### src/rtl/data_mem_bridge_if.sv
// data_mem_bridge_if
//   Two-phase data bus between the memory-stage bridge (master) and the
//   data-side slave. A request is presented with req plus its fields until
//   addr_ok; completion (read data or write ack) is signalled by data_ok.
//   Signals:
//     req, wr, size, bus_addr, wstrb, bus_wdata : master -> slave request
//     addr_ok, data_ok, bus_rdata               : slave  -> master response
interface data_mem_bridge_if #(
  parameter int ADDR_W = 32
);
  logic              req;
  logic              wr;
  logic [1:0]        size;
  logic [ADDR_W-1:0] bus_addr;
  logic [3:0]        wstrb;
  logic [31:0]       bus_wdata;
  logic              addr_ok;
  logic              data_ok;
  logic [31:0]       bus_rdata;

  modport master (
    output req, wr, size, bus_addr, wstrb, bus_wdata,
    input  addr_ok, data_ok, bus_rdata
  );

  modport slave (
    input  req, wr, size, bus_addr, wstrb, bus_wdata,
    output addr_ok, data_ok, bus_rdata
  );
endinterface

### src/rtl/data_mem_bridge.sv
// data_mem_bridge
//   Converts the M-stage single-cycle data port of the pipelined core into a
//   two-phase (address accept, data return) bus transaction, holding the
//   pipeline with stall until the access completes. Sub-word stores get byte
//   strobes and lane-replicated data; sub-word loads are lane-selected and
//   sign/zero extended.
//   Ports:
//     clk, rst           : clock, synchronous active-high reset
//     memen, memop       : access valid / type (LW LH LHU LB LBU SW SH SB)
//     addr, wdata        : byte address, right-aligned store data
//     rdata              : extended load result, valid in the DONE cycle
//     stall              : hold F/D/E/M pipeline registers
//     adel, ades         : misaligned load / store flags (IDLE with memen)
//     bus                : data_mem_bridge_if.master request/response bus
//   Build option:
//     DMEM_ALIGN_CHECK_EN : misaligned accesses raise adel/ades and are not
//                           issued. Without it adel/ades stay 0 and the low
//                           address bits are forced to the access alignment.
module data_mem_bridge #(
  parameter int ADDR_W = 32
) (
  input  logic                      clk,
  input  logic                      rst,
  input  logic                      memen,
  input  logic [2:0]                memop,
  input  logic [31:0]               addr,
  input  logic [31:0]               wdata,
  output logic [31:0]               rdata,
  output logic                      stall,
  output logic                      adel,
  output logic                      ades,
  data_mem_bridge_if.master         bus
);
  localparam logic [2:0] OP_LW = 3'b000, OP_LH = 3'b001, OP_LHU = 3'b010,
                         OP_LB = 3'b011, OP_LBU = 3'b100, OP_SW = 3'b101,
                         OP_SH = 3'b110, OP_SB = 3'b111;

  typedef enum logic [1:0] {IDLE, ADDR, DATA, DONE} state_t;

  state_t      state, state_nx;
  logic [2:0]  op_q;
  logic [31:0] addr_q, wdata_q, rdata_q;
  logic        latch, req_c, fault;

  // Incoming access decode
  logic in_st, in_half, in_word;
  logic [31:0] addr_fx;
  assign in_st   = (memop == OP_SW) || (memop == OP_SH) || (memop == OP_SB);
  assign in_half = (memop == OP_LH) || (memop == OP_LHU) || (memop == OP_SH);
  assign in_word = (memop == OP_LW) || (memop == OP_SW);
  // Alignment forcing; a no-op when misaligned accesses are trapped instead.
  assign addr_fx = in_word ? {addr[31:2], 2'b00} :
                   in_half ? {addr[31:1], 1'b0}  : addr;

`ifdef DMEM_ALIGN_CHECK_EN
  logic misal;
  assign misal = (in_half && addr[0]) || (in_word && (addr[1:0] != 2'b00));
  assign fault = misal;
  assign adel  = (state == IDLE) && memen && misal && !in_st;
  assign ades  = (state == IDLE) && memen && misal && in_st;
`else
  assign fault = 1'b0;
  assign adel  = 1'b0;
  assign ades  = 1'b0;
`endif

  // FSM: state register
  always_ff @(posedge clk) begin
    if (rst) state <= IDLE;
    else     state <= state_nx;
  end

  // FSM: next state and handshake outputs
  always_comb begin
    state_nx = state;
    stall    = 1'b0;
    req_c    = 1'b0;
    latch    = 1'b0;
    case (state)
      IDLE: if (memen && !fault) begin
        stall    = 1'b1;
        latch    = 1'b1;
        state_nx = ADDR;
      end
      ADDR: begin
        stall = 1'b1;
        req_c = 1'b1;
        // data_ok without addr_ok belongs to nobody and is dropped
        if (bus.addr_ok) state_nx = bus.data_ok ? DONE : DATA;
      end
      DATA: begin
        stall = 1'b1;
        if (bus.data_ok) state_nx = DONE;
      end
      default: state_nx = IDLE;  // DONE: core advances, memen not sampled
    endcase
  end

  // Latched access
  logic       st_q;
  logic [1:0] size_q;
  assign st_q   = (op_q == OP_SW) || (op_q == OP_SH) || (op_q == OP_SB);
  assign size_q = ((op_q == OP_LW) || (op_q == OP_SW)) ? 2'd2 :
                  ((op_q == OP_LH) || (op_q == OP_LHU) || (op_q == OP_SH)) ? 2'd1 : 2'd0;

  // Store lanes
  logic [3:0]  strb_c;
  logic [31:0] wd_c;
  always_comb begin
    strb_c = 4'b0000;
    wd_c   = 32'h0;
    case (op_q)
      OP_SB: begin strb_c = 4'b0001 << addr_q[1:0]; wd_c = {4{wdata_q[7:0]}}; end
      OP_SH: begin strb_c = addr_q[1] ? 4'b1100 : 4'b0011; wd_c = {2{wdata_q[15:0]}}; end
      OP_SW: begin strb_c = 4'b1111; wd_c = wdata_q; end
      default: ;
    endcase
  end

  // Request fields are only driven while req is up; idle bus reads as zero.
  assign bus.req       = req_c;
  assign bus.wr        = req_c && st_q;
  assign bus.size      = req_c ? size_q : 2'd0;
  assign bus.bus_addr  = req_c ? ADDR_W'(addr_q) : '0;
  assign bus.wstrb     = req_c ? strb_c : 4'b0000;
  assign bus.bus_wdata = req_c ? wd_c : 32'h0;

  // Load lane select and extension from the raw bus word
  logic [7:0]  lb;
  logic [15:0] lh;
  logic [31:0] ld_c;
  assign lb = 8'(bus.bus_rdata >> {addr_q[1:0], 3'b000});
  assign lh = 16'(bus.bus_rdata >> {addr_q[1], 4'b0000});
  always_comb begin
    ld_c = bus.bus_rdata;
    case (op_q)
      OP_LH:   ld_c = {{16{lh[15]}}, lh};
      OP_LHU:  ld_c = {16'h0, lh};
      OP_LB:   ld_c = {{24{lb[7]}}, lb};
      OP_LBU:  ld_c = {24'h0, lb};
      default: ;
    endcase
  end

  logic ld_done;
  assign ld_done = bus.data_ok && !st_q &&
                   (((state == ADDR) && bus.addr_ok) || (state == DATA));

  always_ff @(posedge clk) begin
    if (rst) begin
      op_q    <= OP_LW;
      addr_q  <= 32'h0;
      wdata_q <= 32'h0;
      rdata_q <= 32'h0;
    end else begin
      if (latch) begin
        op_q    <= memop;
        addr_q  <= addr_fx;
        wdata_q <= wdata;
      end
      if (ld_done) rdata_q <= ld_c;
    end
  end

  assign rdata = rdata_q;
endmodule

### src/flat_wrapper.sv
// flat-port wrapper written by rule: the top's interface ports become plain ports
module data_mem_bridge_flat 
#(
  parameter int ADDR_W = 32
)
  (clk, rst, memen, memop, addr, wdata, rdata, stall, adel, ades, bus_req, bus_wr, bus_size, bus_bus_addr, bus_wstrb, bus_bus_wdata, bus_addr_ok, bus_data_ok, bus_bus_rdata);
  data_mem_bridge_if #(.ADDR_W(ADDR_W)) bus_i ();
  input  logic clk;
  input  logic rst;
  input  logic memen;
  input  logic [2:0] memop;
  input  logic [31:0] addr;
  input  logic [31:0] wdata;
  output logic [31:0] rdata;
  output logic stall;
  output logic adel;
  output logic ades;
  output wire logic [$bits(bus_i.req)-1:0] bus_req;
  output wire logic [$bits(bus_i.wr)-1:0] bus_wr;
  output wire logic [$bits(bus_i.size)-1:0] bus_size;
  output wire logic [$bits(bus_i.bus_addr)-1:0] bus_bus_addr;
  output wire logic [$bits(bus_i.wstrb)-1:0] bus_wstrb;
  output wire logic [$bits(bus_i.bus_wdata)-1:0] bus_bus_wdata;
  input wire logic [$bits(bus_i.addr_ok)-1:0] bus_addr_ok;
  input wire logic [$bits(bus_i.data_ok)-1:0] bus_data_ok;
  input wire logic [$bits(bus_i.bus_rdata)-1:0] bus_bus_rdata;
  assign bus_req = bus_i.req;
  assign bus_wr = bus_i.wr;
  assign bus_size = bus_i.size;
  assign bus_bus_addr = bus_i.bus_addr;
  assign bus_wstrb = bus_i.wstrb;
  assign bus_bus_wdata = bus_i.bus_wdata;
  assign bus_i.addr_ok = bus_addr_ok;
  assign bus_i.data_ok = bus_data_ok;
  assign bus_i.bus_rdata = bus_bus_rdata;
  data_mem_bridge #(.ADDR_W(ADDR_W)) u_core (.clk(clk), .rst(rst), .memen(memen), .memop(memop), .addr(addr), .wdata(wdata), .rdata(rdata), .stall(stall), .adel(adel), .ades(ades), .bus(bus_i));
endmodule
### config.mk
export PLATFORM = sky130hd
export DESIGN_NAME = data_mem_bridge_flat
export DESIGN_NICKNAME = d
export VERILOG_FILES = /design/src/rtl/data_mem_bridge_if.sv /design/src/rtl/data_mem_bridge.sv /design/src/flat_wrapper.sv
export SDC_FILE = /design/constraint.sdc
export NUM_CORES = 1
export LEC_CHECK = 0
export ABC_CLOCK_PERIOD_IN_PS = 4300
export BUFFER_PORTS_ARGS = -buffer_cell sky130_fd_sc_hd__buf_4
export CELL_PAD_IN_SITES_DETAIL_PLACEMENT = 2
export CELL_PAD_IN_SITES_GLOBAL_PLACEMENT = 2
export CORE_UTILIZATION = 28
export DETAILED_ROUTE_END_ITERATION = 10
export GPL_TIMING_DRIVEN = 0
export MAX_ROUTING_LAYER = met4
export PLACE_DENSITY_LB_ADDON = 0.1
export SLEW_MARGIN = 25
export SYNTH_ARGS = -nofsm -noshare
export SYNTH_HDL_FRONTEND = slang
export SYNTH_SLANG_ARGS = --single-unit
### constraint.sdc
create_clock -name clk -period 4.3 [get_ports clk]
set_clock_uncertainty 0.2 [all_clocks]
set_input_delay 0.215 -clock clk [delete_from_list [all_inputs] [get_ports clk]]
set_output_delay 0.215 -clock clk [all_outputs]
set_load 0.02 [all_outputs]
* After elaboration in Yosys (flattened, before gate mapping)
Cells that the tools add are included.
Word-level totals: word-level logic and storage cells 64, input port bits 104, output and inout bits 107, bits in registers 101
Operators by class: equality and inequality tests 16, shift operators 3, multiplexer cells 21, reduce and logical (&&, ||, !) cells 19
Operator list (count):
- $pmux W32 S4 | 1
- $pmux W32 S3 | 1
- $mux W32 | 2
- $shr A32 B5 Y16 | 1
- $shr A32 B5 Y8 | 1
- $eq A3 B3 Y1 const B | 6
- $mux W2 | 6
- $pmux W4 S3 | 1
- $eq A3 B2 Y1 const B | 3
- $logic_or A1 B1 Y1 | 9
- $mux W4 | 2
- $eq A3 B1 Y1 const B | 2
- $logic_not A3 Y1 | 2
- $mux W1 | 6
- $ne A2 B2 Y1 const B | 3
- $pmux W2 S3 | 1
- $logic_and A1 B1 Y1 | 4
- $shl A1 B2 Y4 const A | 1
- $reduce_and A3 Y1 | 1
- $eq A2 B1 Y1 const B | 1
- $eq A2 B2 Y1 const B | 1
- $logic_not A2 Y1 | 1
- $pmux W1 S2 | 1
- $reduce_or A2 Y1 | 1
- $logic_not A1 Y1 | 1

* Longest topological paths before layout
Gate-level depths: netlist of run 1.
word-level depth 6, mapped depth 8, depth with buffers taken out 7

* Worst setup path before layout of run 1
Ideal clock, no wire load.
path kind reg2out, start register u_core.state[1], end output port bus_bus_wdata[25], stages on the path, launching flop included 7, setup slack 2.202 ns, path buffers 2, data required time 3.885 ns, data arrival time 1.683 ns, cell sequence dfxtp_1 inv_1 ha_1 clkbuf_1 nand2_1 clkbuf_1 a21oi_1
On the way: cells in the longest elaborated chain, start to end 3
RTL lines:
- from (decl) | RTL line data_mem_bridge.sv:40 | state_t state, state_nx;
- from (signal assigned) | RTL line data_mem_bridge.sv:70 | else state <= state_nx;
- $eq A2 B1 Y1 | RTL line data_mem_bridge.sv:79 | case (state)
- $mux W1 | RTL line data_mem_bridge.sv:79
- named net bus_req | RTL line flat_wrapper.sv:18 | output wire logic [$bits(bus_i.req)-1:0] bus_req;
- $mux W32 | RTL line data_mem_bridge.sv:126 | assign bus.bus_wdata = req_c ? wd_c : 32'h0;
- to (decl) | RTL line flat_wrapper.sv:23 | output wire logic [$bits(bus_i.bus_wdata)-1:0] bus_bus_wdata;
The timed path passes the listed nets, and every way through them passes these cells.

* Worst setup path in the final report of run 1
start register u_core.op_q[1], end output port bus_bus_wdata[30]
On the way: cells in the longest elaborated chain, start to end 3, elaborated cells on any way between the ends 5, classes of those cells eq/ne: 3; mux: 2
RTL lines:
- from (decl) | RTL line data_mem_bridge.sv:41 | logic [2:0] op_q;
- from (signal assigned) | RTL line data_mem_bridge.sv:157 | op_q <= memop;
- $eq A3 B3 Y1 | RTL line data_mem_bridge.sv:112 | case (op_q)
- $pmux W32 S3 (*) | RTL line data_mem_bridge.sv:112
- $mux W32 (*) | RTL line data_mem_bridge.sv:126
Mark *: on every way between the ends. The rest lies on a longest branch, timed or not.

==> results of run 1 <==
## worst paths after layout
check                                         to  slack [ns]  cells past startpoint
hold / removal      u_core.rdata[8]$_SDFFE_PP0P_        0.06                      3
setup reg to reg  u_core.addr_q[15]$_SDFFE_PP0P_        1.77                      8
setup / recovery               bus_bus_wdata[30]        1.22                      8
hold reg to reg   u_core.addr_q[11]$_SDFFE_PP0P_        0.26                      2
## area by class of cell
type / instances / area, sq um / share of cell area
inverter: 13 / 48.8 / 0.00595
clock inverter: 4 / 53.8 / 0.00656
timing repair buffer: 290 / 2380 / 0.291
tap: 229 / 287 / 0.0349
sequential: 101 / 2020 / 0.247
clock buffer: 12 / 256 / 0.0313
buffer: 63 / 279 / 0.0340
multi-input combinational: 541 / 2870 / 0.350
## power by group through the flow
stage | logic [W] | registers (W) | clock network (W)
floorplan | 0.000911 | 0.00134 | 0
CTS | 0.00171 | 0.00127 | 0.000892
global placement | 0.00157 | 0.00127 | 0
detailed placement | 0.00164 | 0.00129 | 0
global route | 0.00187 | 0.00130 | 0.000926
finish | 0.00171 | 0.00128 | 0.000873
## placed cells by master, fill, tap and decap left out, types with 16 or more instances in the layout
cell type,synthesis,routed
buf_4,2,209
nand2_1,187,187
dfxtp_1,101,101
a21oi_1,96,96
dlygate4sd3_1,0,83
nor2_1,55,55
and2_1,45,45
clkbuf_1,38,39
a211oi_1,31,31
o21ai_0,29,29
nor2b_1,17,17
buf_2,16,16
## what timing repair did
action	4_1_cts	5_1_grt
hold buffers	83	0
endpoints found under the hold margin	83	0
gates resized for setup	0	0
setup endpoints to repair	0	0
## per-layer routing
metal / share of wire / global-route usage / vias up
met5: 0 / - / -
met4: 0.021 / 0.0857 / 0
met3: 0.045 / 0.0426 / 32
met2: 0.51 / 0.478 / 172
met1: 0.42 / 0.303 / 3093
li1: - / - / 3011
## flip-flops by register name (all words and copies together), names as in the netlist
register,count
u_core.state,2
u_core.rdata,32
u_core.op_q,3
u_core.addr_q,32
u_core.wdata_q,32
## kinds of logic after synthesis
kind of cell	Yosys count	synth area share
and+or+nand+nor	329	0.276
AOI/OAI and AO/OA	189	0.222
DFF	101	0.388
buffers and inverters	76	0.0629
adders and majority gates	10	0.0211
muxes	8	0.0211
xor gates and xnor gates	3	0.00864
other	1	0.000719
## worst reg2reg max path: stages (launching register included)
cell and delay, ns:
dfxtp_1 0.35, inv_1 0.11, ha_1 0.22, and2_1 0.14, clkbuf_1 0.20, clkbuf_1 0.47
buf_1 0.47, nand2_1 0.12, a21oi_1 0.18
## stage by stage
stage / worst slack (ns) / std cells / total power (W)
floorplan: 2.20 / 718 / 0.00225
detailed placement: 1.60 / 1154 / 0.00293
CTS: 1.19 / 1253 / 0.00388
finish: 1.22 / 1253 / 0.00386
global placement: 1.67 / 1154 / 0.00285
global route: 1.02 / 1253 / 0.00409
==> summary.md, run 1 <==
| Metric | Value |
|---|---|
| N_diodes | `0` |
| Final setup viols | `0` |
| DP HPWL | `17900 microns` |
| Hold Startpoint | `bus_bus_rdata[8]` |
| Synth cell types | `41` |
| Actual slew at the worst max-slew pin | `0.764 ns` |
| Worst stage delay on the critical path | `0.49 ns` |
| Hold Vio Cnt, Final | `0` |
| Final Util | `0.453` |
| Combinational fraction of design power | `0.444` |
| Fin crit period | `3.08 ns` |
| Critical Path RT | `3.88 ns` |
| Mapped Cells | `717` |
| Crit path buf inv count | `4` |
| Routed wire length per instance | `19.9 microns` |
| Top-count cell post-synth | `nand2_1` |
| Sw Ratio | `0.413` |
| Worst-Skew Late Latency | `0.36 ns` |
| Relative slew slack | `0.486` |
| Fin. max-slew vios | `0` |
| Top FF cell, synth | `dfxtp_1` |
| P_leak | `3.45 nW` |
| Top cell type by total area after synthesis | `dfxtp_1` |
| Crit path max-delay cell type | `buf_1` |
| Final nets | `1127` |
| Clock power frac | `0.226` |
| Htree depth | `3` |
| Max Buffers Root-to-Sink | `2` |
| Io pins | `211` |
| Setup tns final | `0 ns` |
| Warnings, synthesis | `0` |
| Routed vias | `6308` |
| DR vias/cell | `5.03` |
| Syn Area/Cell | `7.27 sq um` |
| Die H | `138 microns` |
| Crit path cell chain | `buf_2, buf_1, clkbuf_1, nand2_1, o21ai_0, a22oi_1, nor2_1, buf_4` |
| Worst Setup Start Kind | `flop` |
| Design area | `8200 sq um` |
| IO buf count | `207` |
| Pin count of the biggest net entering global routing | `17` |
| Seq/Total Area, Yosys | `0.388` |
| Post-synth EDFFs | `0` |
| Routability congestion estimate | `0.897` |
| GR Util All Layers | `0.267` |
| DP Area | `7060 sq um` |
| Int Pwr | `0.00227 W` |
| First-pass GRT wire length | `38700 microns` |
| Setup crit start | `u_core.op_q[1]$_SDFFE_PP0P_` |
| Net Switching | `0.00160 W` |
| Largest cells by area after synthesis | `dfxtp_1 (39%), nand2_1 (13%), a21oi_1 (9.2%), and2_1 (5.4%), a211oi_1 (4.5%)` |
| Fraction of layout cells with a size suffix above 1 | `0.246` |
| Final period utilization | `0.716` |
| HP Class | `in -> reg` |
| # rows | `49` |
| Commonest cells post-synth | `nand2_1 (187), dfxtp_1 (101), a21oi_1 (96), nor2_1 (55), and2_1 (45)` |
| Pwr Density | `471 nW/um^2` |
| Highest Clock Rate | `0.325 GHz` |
| Synth Register Bits | `101` |
| CTS tree | `done` |
| Top-area cell type share of the netlist area | `0.388` |
| TritonRoute pass-1 iters | `9` |
| Remaining DRCs | `29` |
| Root Buffer | `clkbuf_16` |
| Critical path class | `reg -> out` |
| Area growth syn-to-layout | `57.2%` |
| Antenna violations before repair | `0` |
| Fraction of registers with async set/reset | `0` |
| Seq pwr share | `0.330` |
| Crit Path Max Fanout | `10` |
| RR Startpoint | `u_core.state[0]$_SDFFE_PP0P_` |
| CP arrival | `2.67 ns` |
| GRT overflow | `0` |
| Failing checks | `design-rule violations` |
| Die area | `19200 sq um` |
| Routed wire length | `24900 microns` |
| Vias in the first global route | `7073` |
| RSZ-0062 raised after global routing | `no` |
| Status | `finished with violations` |
| Filler cells | `2086` |
| Initial DRC count | `278` |
| Clock-pin transition on the worst setup and hold timing paths | `0.08 ns` |
| Syn Std Cell Area | `5220 sq um` |
| Core area | `18100 sq um` |
| Die width | `138 microns` |
| CTS Sinks | `101` |
| Worst hold slack | `0.0581 ns` |
| VDD IR-drop max | `0.226 mV` |
| Cts bufs inserted | `9` |
| Crit. End Element | `output pin` |
| Final ANT Viol Nets | `0` |
| Initial core utilization | `0.288` |
| Max-cap violations | `0` |
| Post CTS Setup Buffer Count | `0` |
| CP delay by family, top | `buffers and inverters` |
Note: power is estimated with default switching activity, not from simulation.
==> run 2, diff against run 1 <==
Settings changed: ABC_CLOCK_PERIOD_IN_PS 4300 to 3000, CORE_UTILIZATION 28 to 26.
Clock period 4.3 ns to 3 ns, I/O delays scaled along.
==> summary.md, run 2 (synthesized netlist as in run 1, its figures left out) <==
| Metric | Value |
|---|---|
| First-pass GRT wire length | `37800 microns (-2.5%)` |
| Die width | `144 microns (+3.7%)` |
| Root Buffer | `clkbuf_16` |
| Routability congestion estimate | `0.881 (-1.8%)` |
| Post CTS Setup Buffer Count | `0 (unchanged)` |
| Critical path class | `reg -> out` |
| N_diodes | `0 (unchanged)` |
| Max Buffers Root-to-Sink | `2 (unchanged)` |
| Worst-Skew Late Latency | `0.36 ns (about the same)` |
| Routing usage on met2 | `0.422 (-0.0556)` |
| Routed wire length per instance | `19.1 microns (-4.1%)` |
| Setup tns final | `0 ns (unchanged)` |
| Remaining DRCs | `0 (-100%)` |
| Final Util | `0.423 (-0.0307)` |
| Core area | `19600 sq um (+8.3%)` |
| Initial DRC count | `205 (-26%)` |
| RR Endpoint | `u_core.addr_q[13]$_SDFFE_PP0P_` |
| Hold Vio Cnt, Final | `0 (unchanged)` |
| Fin crit period | `2.81 ns` |
| Critical Path RT | `2.65 ns (-1.23 ns)` |
| Final nets | `1130 (+0.27%)` |
| Gr busiest metal | `met2` |
| Highest Clock Rate | `0.356 GHz` |
| Actual slew at the worst max-slew pin | `0.829 ns (+0.0654 ns)` |
| CP arrival | `2.46 ns (-0.21 ns)` |
| VDD IR-drop max | `0.332 mV (+47%)` |
| Filler cells | `2278 (+9.2%)` |
| R2R depth | `8 (unchanged)` |
| IO buf count | `207 (unchanged)` |
| Initial core utilization | `0.266 (-0.0221)` |
| Reg2reg setup slack | `0.43 ns (-1.34 ns)` |
| Max-cap violations | `0 (unchanged)` |
| CTS Sinks | `101 (unchanged)` |
| Vias in the first global route | `6900 (-2.4%)` |
| P_leak | `3.48 nW (+0.86%)` |
| Die H | `144 microns (+3.7%)` |
| Routed vias | `6328 (+0.32%)` |
| Fin. max-slew vios | `0 (unchanged)` |
| Final period utilization | `0.937` |
| Io pins | `211 (unchanged)` |
| DR vias/cell | `4.90 (-2.7%)` |
| Status | `finished clean` |
| Area growth syn-to-layout | `58.8%` |
| Setup crit start | `u_core.op_q[2]$_SDFFE_PP0P_` |
| GRT overflow | `0 (unchanged)` |
| Htree depth | `3 (unchanged)` |
| Cts bufs inserted | `9 (unchanged)` |
| Routed wire length | `24600 microns (-1.1%)` |
| TritonRoute pass-1 iters | `5 (-4)` |
| Worst hold slack | `0.0231 ns (-0.0350 ns)` |
| HP Class | `in -> reg` |
| Die area | `20600 sq um (+7.6%)` |
| DP HPWL | `18000 microns (+0.75%)` |
| Global-route track usage on met3 | `0.0320 (-0.0106)` |
| Antenna violations before repair | `0 (unchanged)` |
| Final ANT Viol Nets | `0 (unchanged)` |
| RSZ-0062 raised after global routing | `no` |
| Worst Setup Start Kind | `flop` |
| # rows | `51 (+4.1%)` |
| Clock-pin transition on the worst setup and hold timing paths | `0.08 ns (about the same)` |
| Leading cell type in the layout, fill and taps excluded | `buf_4` |
| Final setup viols | `0 (unchanged)` |
| Pin count of the biggest net entering global routing | `22 (+5)` |
| Crit path capture | `bus_bus_wdata[14]` |
| Pwr Density | `669 nW/um^2 (+42%)` |
| Relative slew slack | `0.442 (-0.0441)` |
| Crit Path Max Fanout | `10 (unchanged)` |
| GR Util All Layers | `0.250 (-0.0179)` |
| Fraction of layout cells with a size suffix above 1 | `0.251 (+0.00512)` |
| CTS tree | `done` |
| Crit. End Element | `output pin` |
| RR Startpoint | `u_core.state[1]$_SDFFE_PP0P_` |
| M1 GR Usage | `0.308 (+0.00466)` |
| Commonest cells after routing, fill and taps aside | `buf_4 (209), nand2_1 (187), dfxtp_1 (101)` |
## run 2: cell types whose count changed in the layout (fill, tap and decap cells not counted), moves of 2 or more
cell / before / now
clkbuf_1: 39 / 34
clkbuf_2: 0 / 4
clkinv_8: 0 / 3
dlygate4sd3_1: 83 / 86
clkbuf_8: 2 / 0
## run 2: final cells by class
cell class              count  area, sq um  area share
well taps                 265          332      0.0400
repair buffers            293         2410       0.292
plain buffers              63          285      0.0344
inverters                  13         48.8     0.00589
clock buffers               9          225      0.0272
clock inverters             7         85.1      0.0103
flip-flops and latches    101         2020       0.244
multi-input cells         541         2870       0.346
## run 2: through the flow
| step | total power, W | instances | area [sq um] | worst slack [ns] |
|---|---|---|---|---|
| after global routing | 0.00589 | 1292 | 8280 | 0.0610 |
| after detailed placement | 0.00422 | 1190 | 7100 | 0.384 |
| final | 0.00554 | 1292 | 8280 | 0.190 |
| after floorplan | 0.00323 | 718 | 5220 | 0.967 |
| after global placement | 0.00411 | 1190 | 7100 | 0.475 |
| after CTS | 0.00558 | 1292 | 8280 | 0.0965 |
## run 2: worst min-delay path by stage
| stage | startpoint | endpoint | slack [ns] | depth (start not counted) |
|---|---|---|---|---|
| after floorplan | addr[10] | u_core.addr_q[10]$_SDFFE_PP0P_ | 0.09 | 2 |
| after global placement | addr[10] | u_core.addr_q[10]$_SDFFE_PP0P_ | 0.20 | 3 |
| after detailed placement | addr[6] | u_core.addr_q[6]$_SDFFE_PP0P_ | 0.21 | 3 |
| after CTS | bus_bus_rdata[9] | u_core.rdata[9]$_SDFFE_PP0P_ | 0.005 | 5 |
| after global routing | bus_bus_rdata[9] | u_core.rdata[9]$_SDFFE_PP0P_ | 0.03 | 3 |
| final | bus_bus_rdata[9] | u_core.rdata[9]$_SDFFE_PP0P_ | 0.02 | 5 |
## run 2: critical path, cell delays in order, from the launching register on
cell	delay [ns]
dfxtp_1	0.33
buf_2	0.29
buf_2	0.28
buf_2	0.25
nand2_1	0.23
clkbuf_2	0.28
a21oi_1	0.24
buf_4	0.18
## run 2: where the power goes
| part | leakage (nW) | switching (W) | internal [W] |
|---|---|---|---|
| clock network | 0.147 | 0.000641 | 0.000599 |
| registers | 0.827 | 0.000190 | 0.00163 |
| logic | 2.50 | 0.00155 | 0.000927 |
## run 2: repair_timing
action / 4_1_cts / 5_1_grt
hold endpoints to repair: 86 / 0
gates cloned: 0 / 0
hold buffers: 86 / 0
endpoints found under the setup margin: 2 / 5
resized for setup: 2 / 6
## run 2: metal layers
metal | up-vias | share of wire
met2 | 171 | 0.48
met3 | 39 | 0.038
met5 | - | 0
met4 | 0 | 0.019
li1 | 3019 | -
met1 | 3099 | 0.46
==> run 3, diff against run 2 <==
==> constraint.sdc (replaced) <==
create_clock -name clk -period 3 [get_ports clk]
set_clock_uncertainty 0.2 [all_clocks]
set_input_delay 0.3 -clock clk [delete_from_list [all_inputs] [get_ports clk]]
set_output_delay 0.3 -clock clk [all_outputs]
set_load 0.02 [all_outputs]
==> summary.md, run 3 (synthesized netlist as in run 1, its figures left out) <==
| Metric | Value |
|---|---|
| TritonRoute pass-1 iters | `5 (unchanged)` |
| Antenna violations before repair | `0 (unchanged)` |
| CP most frequent cell | `clkbuf_1` |
| Critical path class | `reg -> out` |
| DR vias/cell | `4.90 (about the same)` |
| Hold Vio Cnt, Final | `0 (unchanged)` |
| RSZ-0062 raised after global routing | `no` |
| Die H | `144 microns (unchanged)` |
| First-pass GRT wire length | `36600 microns (-3.1%)` |
| Worst Setup Start Kind | `flop` |
| Highest Clock Rate | `0.348 GHz (-2.2%)` |
| Cts bufs inserted | `9 (unchanged)` |
| CP delay by family, top | `buffers and inverters` |
| Io pins | `211 (unchanged)` |
| IO buf count | `207 (unchanged)` |
| # rows | `51 (unchanged)` |
| P_leak | `3.35 nW (-3.7%)` |
| GR Util All Layers | `0.242 (-0.00734)` |
| Crit. End Element | `output pin` |
| Setup WS post-layout | `0.128 ns (-0.0621 ns)` |
| Initial DRC count | `253 (+23%)` |
| Worst-Skew Late Latency | `0.36 ns (about the same)` |
| Routed wire length per instance | `19.0 microns (-0.55%)` |
| Critical Path RT | `2.50 ns (-0.15 ns)` |
| Routed wire length | `23900 microns (-3.1%)` |
| Worst slack at placement | `0.234 ns (-0.150 ns)` |
| Clock power frac | `0.227 (+0.003)` |
| Fin. max-slew vios | `0 (unchanged)` |
| Commonest cells after routing, fill and taps aside | `buf_4 (209), nand2_1 (187), dfxtp_1 (101)` |
| Routability congestion estimate | `0.881 (unchanged)` |
| Final period utilization | `0.957 (+0.0207)` |
| Fraction of layout cells with a size suffix above 1 | `0.261 (+0.00935)` |
| Root Buffer | `clkbuf_16` |
| Remaining DRCs | `0 (unchanged)` |
| Total Power | `0.00550 W (-0.76%)` |
| Setup tns final | `0 ns (unchanged)` |
| Routed vias | `6163 (-2.6%)` |
| Seq pwr share | `0.331 (+0.002)` |
| DP Area | `7100 sq um (unchanged)` |
| Pin count of the biggest net entering global routing | `22 (unchanged)` |
| Initial core utilization | `0.266 (unchanged)` |
| Vias in the first global route | `6672 (-3.3%)` |
| CTS tree | `done` |
| DP HPWL | `18000 microns (unchanged)` |
| Leading cell type in the layout, fill and taps excluded | `buf_4` |
| Worst stage delay on the critical path | `0.48 ns (+0.15 ns)` |
| Final nets | `1097 (-2.9%)` |
| Actual slew at the worst max-slew pin | `0.911 ns (+0.0824 ns)` |
| Combinational fraction of design power | `0.442 (-0.006)` |
| Max Buffers Root-to-Sink | `2 (unchanged)` |
| Final ANT Viol Nets | `0 (unchanged)` |
| Die width | `144 microns (unchanged)` |
| Pwr Density | `690 nW/um^2 (+3.2%)` |
| Core area | `19600 sq um (unchanged)` |
| Crit path max-delay cell type | `clkbuf_1` |
| Design area | `7970 sq um (-3.8%)` |
| HP Class | `in -> reg` |
| Fin crit period | `2.87 ns (+0.0621 ns)` |
| Relative slew slack | `0.386 (-0.0555)` |
| Crit path buf inv count | `4 (-1)` |
| CTS Sinks | `101 (unchanged)` |
| Post CTS Setup Buffer Count | `0 (unchanged)` |
| Area growth syn-to-layout | `52.8%` |
| Sw Ratio | `0.431 (+0.000476)` |
| Status | `finished clean` |
| Int Pwr | `0.00313 W (-0.84%)` |
| GRT overflow | `0 (unchanged)` |
| Htree depth | `3 (unchanged)` |
| Crit path cell chain | `buf_2, clkbuf_1, clkbuf_1, nand3_1, a21oi_1, buf_4` |
| Clock-pin transition on the worst setup and hold timing paths | `0.09 ns (about the same)` |
| CP arrival | `2.37 ns (-0.09 ns)` |
| Net Switching | `0.00237 W (-0.65%)` |
| Die area | `20600 sq um (unchanged)` |
| N_diodes | `0 (unchanged)` |
| Max-cap violations | `0 (unchanged)` |
| Crit Path Max Fanout | `10 (unchanged)` |
| Final setup viols | `0 (unchanged)` |
| VDD IR-drop max | `0.339 mV (+1.9%)` |
[run 3: cell types whose count changed in the layout (fill, tap and decap cells not counted), sizes merged]
cell,delta
dlygate4sd3,-31
buf,-1
clkbuf,-1
[run 3: path summary, 6_finish.rpt]
path	startpoint	end	slack, ns	depth (start not counted)
setup reg to reg	u_core.op_q[1]$_SDFFE_PP0P_	u_core.rdata[5]$_SDFFE_PP0P_	0.43	5
setup / recovery	u_core.op_q[0]$_SDFFE_PP0P_	bus_bus_wdata[11]	0.13	6
hold reg to reg	u_core.addr_q[9]$_SDFFE_PP0P_	u_core.addr_q[9]$_SDFFE_PP0P_	0.25	2
hold / removal	bus_bus_rdata[19]	u_core.rdata[19]$_SDFFE_PP0P_	0.003	3
[run 3: timing repair]
action                     in CTS  in global routing
hold endpoints to repair       55                  0
setup endpoints to repair      21                 19
gates resized for setup         4                  5
hold buffers                   55                  0
[run 3: per-layer routing]
metal  GRT usage  share of wire  up-vias
met3      0.0373          0.044       27
met2       0.409           0.48      167
met4      0.0649          0.015        0
met5           -              0        -
met1       0.300           0.46     3022
li1            -              -     2947
[run 3: final cells by class]
cell class / count / area (sq um)
buffer: 61 / 282
clock buffer: 9 / 225
clock inverter: 7 / 85.1
fill: 2311 / 11600
inverter: 13 / 48.8
multi-input combinational: 541 / 2870
sequential: 101 / 2020
tap: 265 / 332
timing repair buffer: 262 / 2100
[run 3: metrics by stage]
stage	utilization	std cells	hold slack (ns)
2_1_floorplan	-	718	0.232
4_1_cts	0.407	1261	0.000222
3_3_place_gp	0.363	1190	0.239
5_1_grt	0.407	1259	0.00688
3_5_place_dp	0.363	1190	0.247
6_report	0.407	1259	0.00273
[run 3: power by group through the flow]
| stage | combinational, W | clock [W] | sequential [W] |
|---|---|---|---|
| global route | 0.00266 | 0.00132 | 0.00185 |
| detailed placement | 0.00238 | 0 | 0.00185 |
| CTS | 0.00245 | 0.00128 | 0.00182 |
| floorplan | 0.00131 | 0 | 0.00192 |
| global placement | 0.00228 | 0 | 0.00182 |
| finish | 0.00243 | 0.00125 | 0.00182 |
[run 3: worst min-delay path, stage by stage]
cell,delay (ns)
buf_4,0.11
nand2_1,0.05
a211oi_1,0.06
